`config.mk`:
```
export PLATFORM = sky130hd
export DESIGN_NAME = alu_scheduler
export DESIGN_NICKNAME = d
export VERILOG_FILES = /design/src/rtl/alu_scheduler.sv
export SDC_FILE = /design/constraint.sdc
export NUM_CORES = 1
export LEC_CHECK = 0
export CAP_MARGIN = 5
export CORE_MARGIN = 2
export CORE_UTILIZATION = 38
export CTS_CLUSTER_DIAMETER = 50
export CTS_CLUSTER_SIZE = 12
export DETAILED_ROUTE_END_ITERATION = 12
export GPL_ROUTABILITY_DRIVEN = 0
export PLACE_DENSITY = 0.89
export SETUP_SLACK_MARGIN = 0.02
export SYNTH_ARGS = -nofsm -noshare
export SYNTH_HDL_FRONTEND = slang
export SYNTH_SLANG_ARGS = --single-unit
```
`constraint.sdc`:
```
create_clock -name clk -period 1.99 [get_ports clk]
set_clock_uncertainty 0.1 [all_clocks]
set_input_delay 0.199 -clock clk [delete_from_list [all_inputs] [get_ports clk]]
set_output_delay 0.199 -clock clk [all_outputs]
set_load 0.05 [all_outputs]
```
`src/rtl/alu_scheduler.sv`:
```
// alu_scheduler: arbitrates two requesters onto one shared, external,
// combinational ALU. Each grant runs IDLE -> EXEC -> DONE, so one operation
// completes every three cycles. Every output comes straight from a register.
// Op codes pass through unchanged. The shared constants header defines them as
// AND=3'b000, OR=3'b001, ADD=3'b010, SUB=3'b110, SLT=3'b111.
// Build option: define ALU_SCHED_RR_EN for round-robin arbitration between
// simultaneous requests. Without it, requester 0 has fixed priority.
module alu_scheduler #(
  parameter int W = 32
) (
  input  logic         clk,
  input  logic         rst,
  input  logic         req0,
  input  logic         req1,
  input  logic [2:0]   op0,
  input  logic [2:0]   op1,
  input  logic [W-1:0] a0,
  input  logic [W-1:0] b0,
  input  logic [W-1:0] a1,
  input  logic [W-1:0] b1,
  output logic         ack0,
  output logic         ack1,
  output logic         done0,
  output logic         done1,
  output logic [W-1:0] y0,
  output logic [W-1:0] y1,
  output logic         zero0,
  output logic         zero1,
  output logic         busy,
  output logic [W-1:0] alu_a,
  output logic [W-1:0] alu_b,
  output logic [2:0]   alu_ctrl,
  input  logic [W-1:0] alu_y,
  input  logic         alu_zero
);

  typedef enum logic [1:0] {IDLE, EXEC, DONE} state_t;

  state_t state, state_nx;
  logic   take;    // grant happens at this edge
  logic   fire;    // result capture happens at this edge
  logic   pick1;   // requester 1 wins the current grant
  logic   owner;   // requester that owns the operation in flight

`ifdef ALU_SCHED_RR_EN
  logic last;      // last requester served

  // Round-robin: on a tie, favour the requester not served last time
  always_comb begin
    pick1 = req1;
    if (req0 && req1) pick1 = ~last;
  end

  // Last-served pointer moves at every grant
  always_ff @(posedge clk) begin
    if (rst)       last <= 1'b1;
    else if (take) last <= pick1;
  end
`else
  // Fixed priority: requester 0 wins any tie
  always_comb begin
    pick1 = req1 & ~req0;
  end
`endif

  // Next-state and strobe decode; requests are only looked at in IDLE
  always_comb begin
    state_nx = state;
    take     = 1'b0;
    fire     = 1'b0;
    case (state)
      IDLE: begin
        if (req0 || req1) begin
          take     = 1'b1;
          state_nx = EXEC;
        end
      end
      EXEC: begin
        fire     = 1'b1;
        state_nx = DONE;
      end
      DONE:    state_nx = IDLE;
      default: state_nx = IDLE;
    endcase
  end

  // State register
  always_ff @(posedge clk) begin
    if (rst) state <= IDLE;
    else     state <= state_nx;
  end

  // Handshake pulses and busy flag, registered so they line up with the state
  always_ff @(posedge clk) begin
    if (rst) begin
      ack0  <= 1'b0;
      ack1  <= 1'b0;
      done0 <= 1'b0;
      done1 <= 1'b0;
      busy  <= 1'b0;
    end else begin
      ack0  <= take & ~pick1;
      ack1  <= take & pick1;
      done0 <= fire & ~owner;
      done1 <= fire & owner;
      busy  <= (state_nx != IDLE);
    end
  end

  // ALU drive and owner are loaded at grant and hold between operations
  always_ff @(posedge clk) begin
    if (rst) begin
      alu_a    <= '0;
      alu_b    <= '0;
      alu_ctrl <= 3'b000;
      owner    <= 1'b0;
    end else if (take) begin
      alu_a    <= pick1 ? a1 : a0;
      alu_b    <= pick1 ? b1 : b0;
      alu_ctrl <= pick1 ? op1 : op0;
      owner    <= pick1;
    end
  end

  // Per-requester result registers; only the owner's copy is updated
  always_ff @(posedge clk) begin
    if (rst) begin
      y0    <= '0;
      y1    <= '0;
      zero0 <= 1'b0;
      zero1 <= 1'b0;
    end else if (fire) begin
      if (owner) begin
        y1    <= alu_y;
        zero1 <= alu_zero;
      end else begin
        y0    <= alu_y;
        zero0 <= alu_zero;
      end
    end
  end

endmodule

```
Word-level counts from Yosys, hierarchy flattened
Index checks and enable logic that the tools add are counted.
{ "classes": {"reduce_logical": 5, "n_bitwise": 8, "muxes": 8, "eq_ne": 1} }
{ "op_table": {"columns": ["operator", "n"], "rows": [
  ["32-bit 2-to-1 mux", 2],
  ["1-bit bitwise AND", 5],
  ["2-bit one-hot mux with 2 select lines", 1],
  ["2-bit AND reduction", 2],
  ["1-bit 2-to-1 mux", 3],
  ["3-bit 2-to-1 mux", 1],
  ["1-bit inverter", 3],
  ["2-bit by 1-bit equality test with 1-bit output (second input constant)", 1],
  ["2-bit zero test", 1],
  ["2-bit 2-to-1 mux", 1],
  ["2-bit nonzero test", 1],
  ["1-bit logical OR", 1]
]} }
{ "totals": {"elab_cells": 36, "input_bits": 171, "out_inout_bits": 138, "regBits": 141} }

Longest topological paths before layout
Gate-level depths: netlist (run 1).
{ "logic_depth": {"ltp_word": 4, "ltp_mapped": 6, "depth_no_buf": 4} }

Worst setup path after synthesis (run 1)
No wires, ideal clock.
{ "synth_path": {"kind": "flip-flop to flip-flop", "start": "register owner", "end": "register y0[10]", "period_less_slack_ns": 1.457, "path_slack_ns": 0.533, "path_stages_with_launch": 7, "arrival_time_ns": 1.225, "path_buffers": 3, "setup_time_ns": 0.132, "cell_sequence": "dfxtp_1 > clkbuf_1 > or3b_1 > clkbuf_1 > buf_2 > nand2_1 > a21oi_1"} }
{ "synth_via": {"elab_chain_len": 2} }
{ "synth_rtl": {"columns": ["element", "line", "text"], "rows": [
  ["start, declared", "43", "logic owner;"],
  ["start signal, assigned", "121", "owner <= pick1;"],
  ["1-bit inverter (no source line)", null, null],
  ["2-bit AND reduction (no source line)", null, null],
  ["end signal, assigned", "137", "y0 <= alu_y;"],
  ["end, declared", "25", "output logic [W-1:0] y0,"]
]} }
No other way between the ends.
A chain may end at the register's enable or synchronous reset.

Worst setup path after layout (run 1)
{ "layout_path": {"start": "register y1[26]", "end": "output port y1[26]"} }
{ "layout_lines": {"columns": ["element", "line", "text"], "rows": [
  ["start, declared", "26", "output logic [W-1:0] y1,"],
  ["start signal, assigned", "134", "y1 <= alu_y;"]
]} }
No word-level cell between the ends.

==> qor.log, run 1 <==
[run_status] run status finished, final reports clean
[yosys] Netlist cell types 22
[finish] fraction of layout cells with a size suffix above 1 0.06125
[critical_path] maximum fanout along the worst path 2
[sta] post-route minimum period 1.906 ns
[die] standard cell core area 13720 um^2
[finish] area occupied by registers 2823 um^2
[yosys] number of warnings printed during yosys synthesis 0
[routing] final wirelength 17280 um
[critical_path] Crit-path slowest cell sky130_fd_sc_hd__clkdlybuf4s50_1
[pwr] highest ir drop seen on vdd 0.6898 mV
[clock_network] maximum number of buffers from clock root to sink 2
[clock_network] clock latency reported for the late side of the worst-skew pair 0.40 ns
[pwr] internal power 5.649 mW
[placement] number of I/O port buffers 308
[die] Die X-Extent 122.0 um
[finish] final instance count without filler cells 1030
[critical_path] WP data arrival 1.61 ns
[clock_network] Gates resized, CTS repair 0
[sta] endpoints failing hold 0
[finish] footprint of the multi-input gates 2220 um^2
[yosys] post-synthesis instance total 537
[routing] drt first pass iters 6
[critical_path] dominant delay contributor by cell family on the critical path buffers and inverters
[die] ports placed on the boundary 309
[critical_path] kind of start point of the critical path flip-flop
[clock_network] CTS H-tree lvls 4
[grt] global-route usage over all layers 0.2274
[grt] number of global-route vias before repair 4904
[yosys] Post-Synthesis Cell Area 5290 um^2
[yosys] sequential element share of the synthesized area 0.5336
[pwr] clock network fraction of design power 0.374
[pwr] overall power 8.010 mW
[yosys] dominant cell type by area after synthesis sky130_fd_sc_hd__dfxtp_1
[pwr] part of the total power dissipated in sequential elements 0.390
[routing] post-detailed-route via-to-cell ratio 4.889
[pwr] share of total power in combinational logic 0.236
[finish] post-route core utilization 0.6658
[finish] area growth from synthesis to layout 72.68%
[routing] Final ANT Viol Nets 0
[run] Maximum Capacitance Violations 0
[critical_path] critical path cell sequence clkdlybuf4s50_1
[critical_path] buffers and inverters on the worst path 1
[clock_network] clock tree from TritonCTS built
[clock_network] total clock buffers created by CTS 17
[critical_path] required time of the critical path 1.69 ns
[routing] routed vias 5036
[yosys] leading cell type by number of instances after synthesis sky130_fd_sc_hd__dfxtp_1
[pwr] switching power 2.361 mW
[die] number of rows in the core area 43
[grt] first-pass GRT wire length 26040 um
[yosys] number of nets produced by synthesis 708
[grt] maximum number of pins on one net before global-route repair 67
[yosys] post-synthesis area per instance 9.851 um^2
[grt] initial antenna violation count 1
[placement] Placed Instances 997
[critical_path] endpoint class of the critical path output port
[clock_network] root buffer selected by CTS sky130_fd_sc_hd__clkbuf_16
[die] initial cell density of the core 0.3856
[die] Die Height 122.0 um
[clock_network] clock sink count 141
[critical_path] stages on the worst setup path 1
[clock_network] Setup Buffers After CTS 0
[min_path] Hold Path Class in2reg
[routing] detail-routed net length per standard cell 16.77 um
[yosys] FFs w/ async S/R, synth 0
[grt] total congestion overflow 0
[critical_path] delay of the slowest cell on the worst path 0.85 ns
[yosys] most used standard cells in the synthesized netlist sky130_fd_sc_hd__dfxtp_1, sky130_fd_sc_hd__nand2_1, sky130_fd_sc_hd__mux2i_1
[sta] max-slew violation count 0
[routing] Remaining DRCs 0
[placement] post-DP HPWL 12560 um
[clock_network] Worst-path clk slew 0.06 ns
[yosys] top_reg_cell synth sky130_fd_sc_hd__dfxtp_1
[routing] violation count after the first detailed-routing iteration 323
[critical_path] Worst R2R Path Depth 3
[finish] Total Nets Final 1007
[finish] Filler Cell Count 1081
[sta] transition time at the pin with the least slew margin 0.6682 ns
[die] die area 14880 um^2
[yosys] post-synth top area share 0.5336
[pwr] switching part of the total power 0.2948
[min_path] hold path cells 4
[sta] Final Setup Violations 0
[critical_path] worst setup path category reg2out
[yosys] number of synthesized register bits 141
[sta] share of the clock period used by the worst path after layout 0.9579
[sta] Max Freq 524.6 MHz
[pwr] static leakage 3.280 nW
[pwr] power per standard cell area 876.8 nW/um^2
[yosys] top post-synthesis cells by area sky130_fd_sc_hd__dfxtp_1, sky130_fd_sc_hd__mux2i_1, sky130_fd_sc_hd__o2bb2ai_1
[sta] unrepaired setup endpoints after global routing no
[yosys] count of flip-flops with a built-in enable after synthesis 0
[sta] Slew headroom 0.5545
[clock_network] total of hold buffers inserted after clock tree synthesis 0
routing by layer:
layer,vias up,routed length (um),track usage
li1,2477,-,-
met1,2331,6555,0.2499
met2,207,8685,0.3914
met3,21,1781,0.1016
met4,0,252,0.07471
met5,-,0,0
state kept, by name (all words and copies together), names as in the netlist, 2 cells and up:
signal	cells
alu_ctrl	3
alu_b	32
y1	32
alu_a	32
state	2
y0	32
area by class of cell:
class	instances	share of cell area
clock inverter	11	0.01315
tap	180	0.02465
timing repair buffer	325	0.3605
inverter	3	0.001233
sequential	141	0.3090
clock buffer	21	0.04821
antenna	1	0.0002739
multi-input combinational	348	0.2430
cell usage in the layout, fill, tap and decap left out, types with 2 or more instances in the layout:
master                              n
sky130_fd_sc_hd__a21oi_1           66
sky130_fd_sc_hd__buf_12             7
sky130_fd_sc_hd__buf_4             10
sky130_fd_sc_hd__bufinv_16          2
sky130_fd_sc_hd__clkbuf_1           4
sky130_fd_sc_hd__clkbuf_16         17
sky130_fd_sc_hd__clkdlybuf4s50_1  307
sky130_fd_sc_hd__clkinv_2           4
sky130_fd_sc_hd__clkinv_4           2
sky130_fd_sc_hd__clkinvlp_4         3
sky130_fd_sc_hd__dfxtp_1          141
sky130_fd_sc_hd__inv_1              3
sky130_fd_sc_hd__mux2i_1           67
sky130_fd_sc_hd__nand2_1          133
sky130_fd_sc_hd__nand3b_1           2
sky130_fd_sc_hd__nor2_1             4
sky130_fd_sc_hd__o2bb2ai_1         66
sky130_fd_sc_hd__o2bb2ai_2          2
through the flow:
| step | setup slack, ns | instance area, um^2 | setup TNS, ns | hold slack (ns) |
|---|---|---|---|---|
| detailed placement | -0.01472 | 8572 | -0.03551 | 0.3452 |
| global placement | 0.03660 | 8572 | 0 | 0.3400 |
| global route | 0.03217 | 9135 | 0 | 0.1427 |
| floorplan | 0.5333 | 5290 | 0 | 0.2350 |
| finish | 0.08384 | 9135 | 0 | 0.1162 |
| CTS | 0.06351 | 9133 | 0 | 0.1316 |
kinds of logic (layout without fill, tap and decap cells):
family,Yosys count,count (layout),share of synthesized area
AO/OA/AOI/OAI,135,135,0.1790
buffers and inverters,48,360,0.04991
flip-flops,141,141,0.5336
multiplexers,67,67,0.1268
other,0,1,0
AND/OR/NAND/NOR,146,146,0.1107
final timing paths:
kind                                from        end  slack [ns]
worst max-delay path              y1[26]     y1[26]        0.08
worst min-delay path                 rst      done0        0.12
worst max register to register  state[0]  alu_b[21]        0.21
worst min register to register     y0[1]      y0[1]        0.35
power groups by stage:
stage	Clock [mW]	Sequential (mW)	Combinational [mW]
2_1_floorplan	0	3.81	0.409
3_3_place_gp	0	3.17	1.87
3_5_place_dp	0	3.18	1.89
4_1_cts	3.04	3.12	1.90
5_1_grt	3.20	3.14	1.98
6_report	3.00	3.12	1.89
worst min-delay path, stage by stage:
cell and delay (ns):
sky130_fd_sc_hd__buf_2 0.11, sky130_fd_sc_hd__inv_1 0.06, sky130_fd_sc_hd__nand3b_1 0.15, sky130_fd_sc_hd__nor2_1 0.05
No activity file was read; power rests on OpenSTA's default activity.
==> run 2: changes to the inputs <==
- SLEW_MARGIN: not set -> 20
==> results of run 2 <==
No change in the layout: final DEF, timing and power equal those of run 1.
==> RTL edit 1: new RTL, flow settings as in run 2 <==
Build with the macro `ALU_SCHED_RR_EN` defined.
--- a/src/rtl/alu_scheduler.sv
+++ b/src/rtl/alu_scheduler.sv
@@ -5,6 +5,8 @@
 // AND=3'b000, OR=3'b001, ADD=3'b010, SUB=3'b110, SLT=3'b111.
 // Build option: define ALU_SCHED_RR_EN for round-robin arbitration between
 // simultaneous requests. Without it, requester 0 has fixed priority.
+`define ALU_SCHED_RR_EN
+
 module alu_scheduler #(
   parameter int W = 32
 ) (
Formal check against the unedited RTL: not equivalent (Yosys sat finds a counterexample within 10 cycles, from zero or initial values and one cycle with rst high).
==> RTL edit 1 against run 2 <==
  * Synthesized cell count grew 31%
  * Global-route usage up 1.7 points
  * Critical endpoint is now alu_ctrl[1]
  * Setup slack lost 4.8 ps
  * Largest cell class unchanged
  * Critical path type unchanged
  * Via count up 24%
  * Cell area up 5.0%
  * Synthesized area rose by 7.2%
  * Wire length increased by 15%
  * Cell count rose by 14%
  * Non-clock buffer count is 4 higher
  * First-iteration DRC count up 20%
  * Sequential cell count increased by 1
  * Power grew 14%
  * Hold slack improved by 110 ps
==> RTL edit 1: results (changes against run 2) <==
stage,metric,value,unit,change
grt,antenna_found_initial,1,,unchanged
synth,yosys-top-cells-count,"nand2_1 (268), dfxtp_1 (142), a21oi_1 (135)",,
placed_design,place_ws,-55.2,ps,-40.5 ps
routing,first_pass_iters,5,,-1
outcome,status,completed,,
power,leakagePower,3.52,nW,+7.3%
synth,synth_cells,701,,+31%
setup_path,rr_worst_depth,4,,+1
finish,final_area,9600,µm²,+5.0%
routing,vias_per_cell,5.30,,+8.4%
power,cellInternalPower,6.30,mW,+11%
synth,synthTopCellsByArea,"dfxtp_1 (50%), nand2_1 (18%), a21oi_1 (12%)",,
placed_design,place_area,8940,µm²,+4.3%
timing,setup_slack,79.0,ps,-4.81 ps
synth,synth.yosys.seq_area_share,50.1,%,-3.2 points
synth,ys_seq_elements,142,,+0.71%
setup_path,worstSetupStartpoint,alu_ctrl[1],,
grt,grt_usage,24.5,%,+1.7 points
finish,drive_above_1_share,8.35,%,+2.2 points
finish,fin_nets,1152,,+14%
grt,grt_pass1_vias,6158,,+26%
grt,grt_pass1_wl,31300,µm,+20%
routing,totalWireLength,19900,µm,+15%
routing,drt_first_iter_violations,389,,+20%
placed_design,dpl.cell_count,1146,,+15%
power,ir_worst_vdd,0.568,mV,-18%
synth,synth.distinct_cells,24,,+9.1%
timing,fin_hold_ws,223,ps,+107 ps
setup_path,timing.critical_path.to,alu_ctrl[1],,
synth,synthMuxAreaShare,0,%,-13 points
routing,wl_per_cell,16.9,µm,+0.88%
timing,slew_headroom,54.8,%,-0.62 points
worst_hold_path,min_path_cells,2,,-2
worst_hold_path,holdPathEnd,state[0],,
synth,syn_nets,872,,+23%
placed_design,dpl.hpwl,14000,µm,+11%
setup_path,rrSetupSlack,390,ps,+180 ps
setup_path,rr_endpoint,y0[15],,
-- RTL edit 1: cell type report --
cell class	instances	area (µm²)
antenna	1	2.50
multi-input combinational	490	2550
clock buffer	20	447
inverter	1	3.75
sequential	142	2840
timing repair buffer	329	3320
clock inverter	12	205
tap	184	230
fill	1147	4940
-- RTL edit 1: worst reg2reg max path, stage by stage (launching register included) --
cell,delay (ps)
dfxtp_1,440
or3b_2,460
buf_4,260
nand2_1,130
a21oi_1,70
-- RTL edit 1: power by group through the flow --
stage	Clock (mW)	Combinational (mW)	Sequential, mW
floorplan	0	0.657	4.02
global placement	0	2.39	3.26
detailed placement	0	2.43	3.26
CTS	3.57	2.43	3.21
global route	3.69	2.56	3.24
finish	3.52	2.43	3.21
-- RTL edit 1: layer usage --
metal	vias up	GRT usage, %	share of wire (%)
met5	-	0	0
met1	2931	26.6	37
li1	2977	-	-
met4	0	10.3	2.9
met2	300	43.2	51
met3	40	8.54	9.3
==> RTL edit 2: new RTL, config.mk and constraints of run 2 <==
Without the edit above. The 3 states of `state_t` get a one-hot encoding in 3 bits.
--- a/src/rtl/alu_scheduler.sv
+++ b/src/rtl/alu_scheduler.sv
@@ -34,7 +34,7 @@
   input  logic         alu_zero
 );
 
-  typedef enum logic [1:0] {IDLE, EXEC, DONE} state_t;
+  typedef enum logic [2:0] {IDLE = 3'b001, EXEC = 3'b010, DONE = 3'b100} state_t;
 
   state_t state, state_nx;
   logic   take;    // grant happens at this edge
Formal check against the unedited RTL: same outputs for any inputs over 4 cycles, from zero or initial values and one cycle with rst high; so few cycles prove little.
==> RTL edit 2 against run 2 <==
  * Sequential cell count increased by 1
  * Via count grew 12%
  * Setup slack lost 7.2 ps
  * Cell area is 4.4% higher
  * Wire length up 2.8%
  * Power rose by 9.4%
  * Synthesized area is 8.1% higher
==> RTL edit 2: results (changes against run 2) <==
stage,metric,value,unit,change
routing,drt_first_iter_violations,239,,-26%
synth,syn_nets,793,,+12%
timing,max_freq,523,MHz,-0.38%
synth,synth_xor_area_share,0,%,unchanged
setup_path,worstSetupStartpoint,y1[19],,
cts,holdBufCountCts,1,,+1
placed_design,dpl.hpwl,12400,µm,-1.6%
setup_path,reg2reg_from,state[0],,
routing,first_pass_iters,4,,-2
setup_path,timing.critical_path.to,y1[19],,
worst_hold_path,min_path_cells,3,,-1
finish,fillers,1135,,+5.0%
finish,drive_above_1_share,6.86,%,+0.74 points
grt,antenna_found_initial,0,,-1
setup_path,slowest_stage,clkdlybuf4s50_1,,
outcome,status,completed,,
power,ir_worst_vdd,0.583,mV,-16%
power,leakagePower,3.62,nW,+10%
synth,synth-compound-area-share,21.5,%,+3.6 points
setup_path,rrSetupSlack,250,ps,+40 ps
grt,grt_max_degree,139,,+110%
routing,wl_per_cell,16.1,µm,-3.9%
worst_hold_path,holdPathEnd,y1[23],,
routing,vias_per_cell,5.11,,+4.5%
synth,synth.distinct_cells,25,,+14%
grt,grt_pass1_wl,28100,µm,+7.8%
placed_design,place_area,8970,µm²,+4.7%
synth,synthMuxAreaShare,11.7,%,-0.95 points
setup_path,rr_endpoint,alu_a[13],,
synth,synthTopCellsByArea,"dfxtp_1 (50%), a21oi_1 (12%), mux2i_1 (12%)",,
routing,routed-wl-met3,1460,µm,-18%
cts,clkLatencyLatePin,410,ps,
grt,grt_pass1_vias,5528,,+13%
worst_hold_path,hold_start,alu_y[23],,
routing,wl_met2,8910,µm,+2.5%
grt,grt_usage,22.0,%,-0.74 points
synth,synth.yosys.seq_area_share,49.7,%,-3.7 points
routing,met1Wirelength,7050,µm,+7.6%
power,powerDensity,919,nW/µm²,+4.8%
grt,gr-usage-met3,7.63,%,-2.5 points
finish,antenna_cells,0,,-1
timing,tightestPinTransition,772,ps,+103 ps
synth,synth_area_per_cell,9.20,µm²,-6.6%
finish,finalNonFillerCells,1102,,+7.0%
synth,yosys-top-cells-count,"dfxtp_1 (142), a21oi_1 (134), nand2_1 (132)",,
setup_path,rr_worst_depth,4,,+1
grt,use_met1,24.7,%,-0.25 points
grt,met2_usage,38.6,%,-0.54 points
==> RTL edit 2: cell count changes in the layout (fill, tap and decap cells not counted), moves of 3 or more <==
cell              run 2  this run
a21oi_1              66       134
o2bb2ai_1            66         0
a211oi_1              0        58
a211oi_2              0        10
buf_4                10         6
buf_12                7        10
==> RTL edit 2: cells by family after synthesis <==
group                  after synthesis
AO/OA/AOI/OAI                      202
multiplexers                        67
AND/OR/NAND/NOR                    150
buffers and inverters               61
flip-flops                         142
==> RTL edit 2: power breakdown <==
| part | internal (mW) | total, mW | switching [mW] | leakage, nW |
|---|---|---|---|---|
| clock | 1.78 | 2.95 | 1.17 | 0.262 |
| combinational | 1.05 | 2.57 | 1.52 | 2.20 |
| sequential | 3.09 | 3.24 | 0.146 | 1.16 |
| total | 5.92 | 8.76 | 2.84 | 3.62 |
==> RTL edit 2: cell type report <==
cell class	count	area share, %
sequential	142	29.8
tap	184	2.41
clock buffer	22	4.87
timing repair buffer	324	34.9
multi-input combinational	419	27.0
clock inverter	10	0.932
inverter	1	0.0394
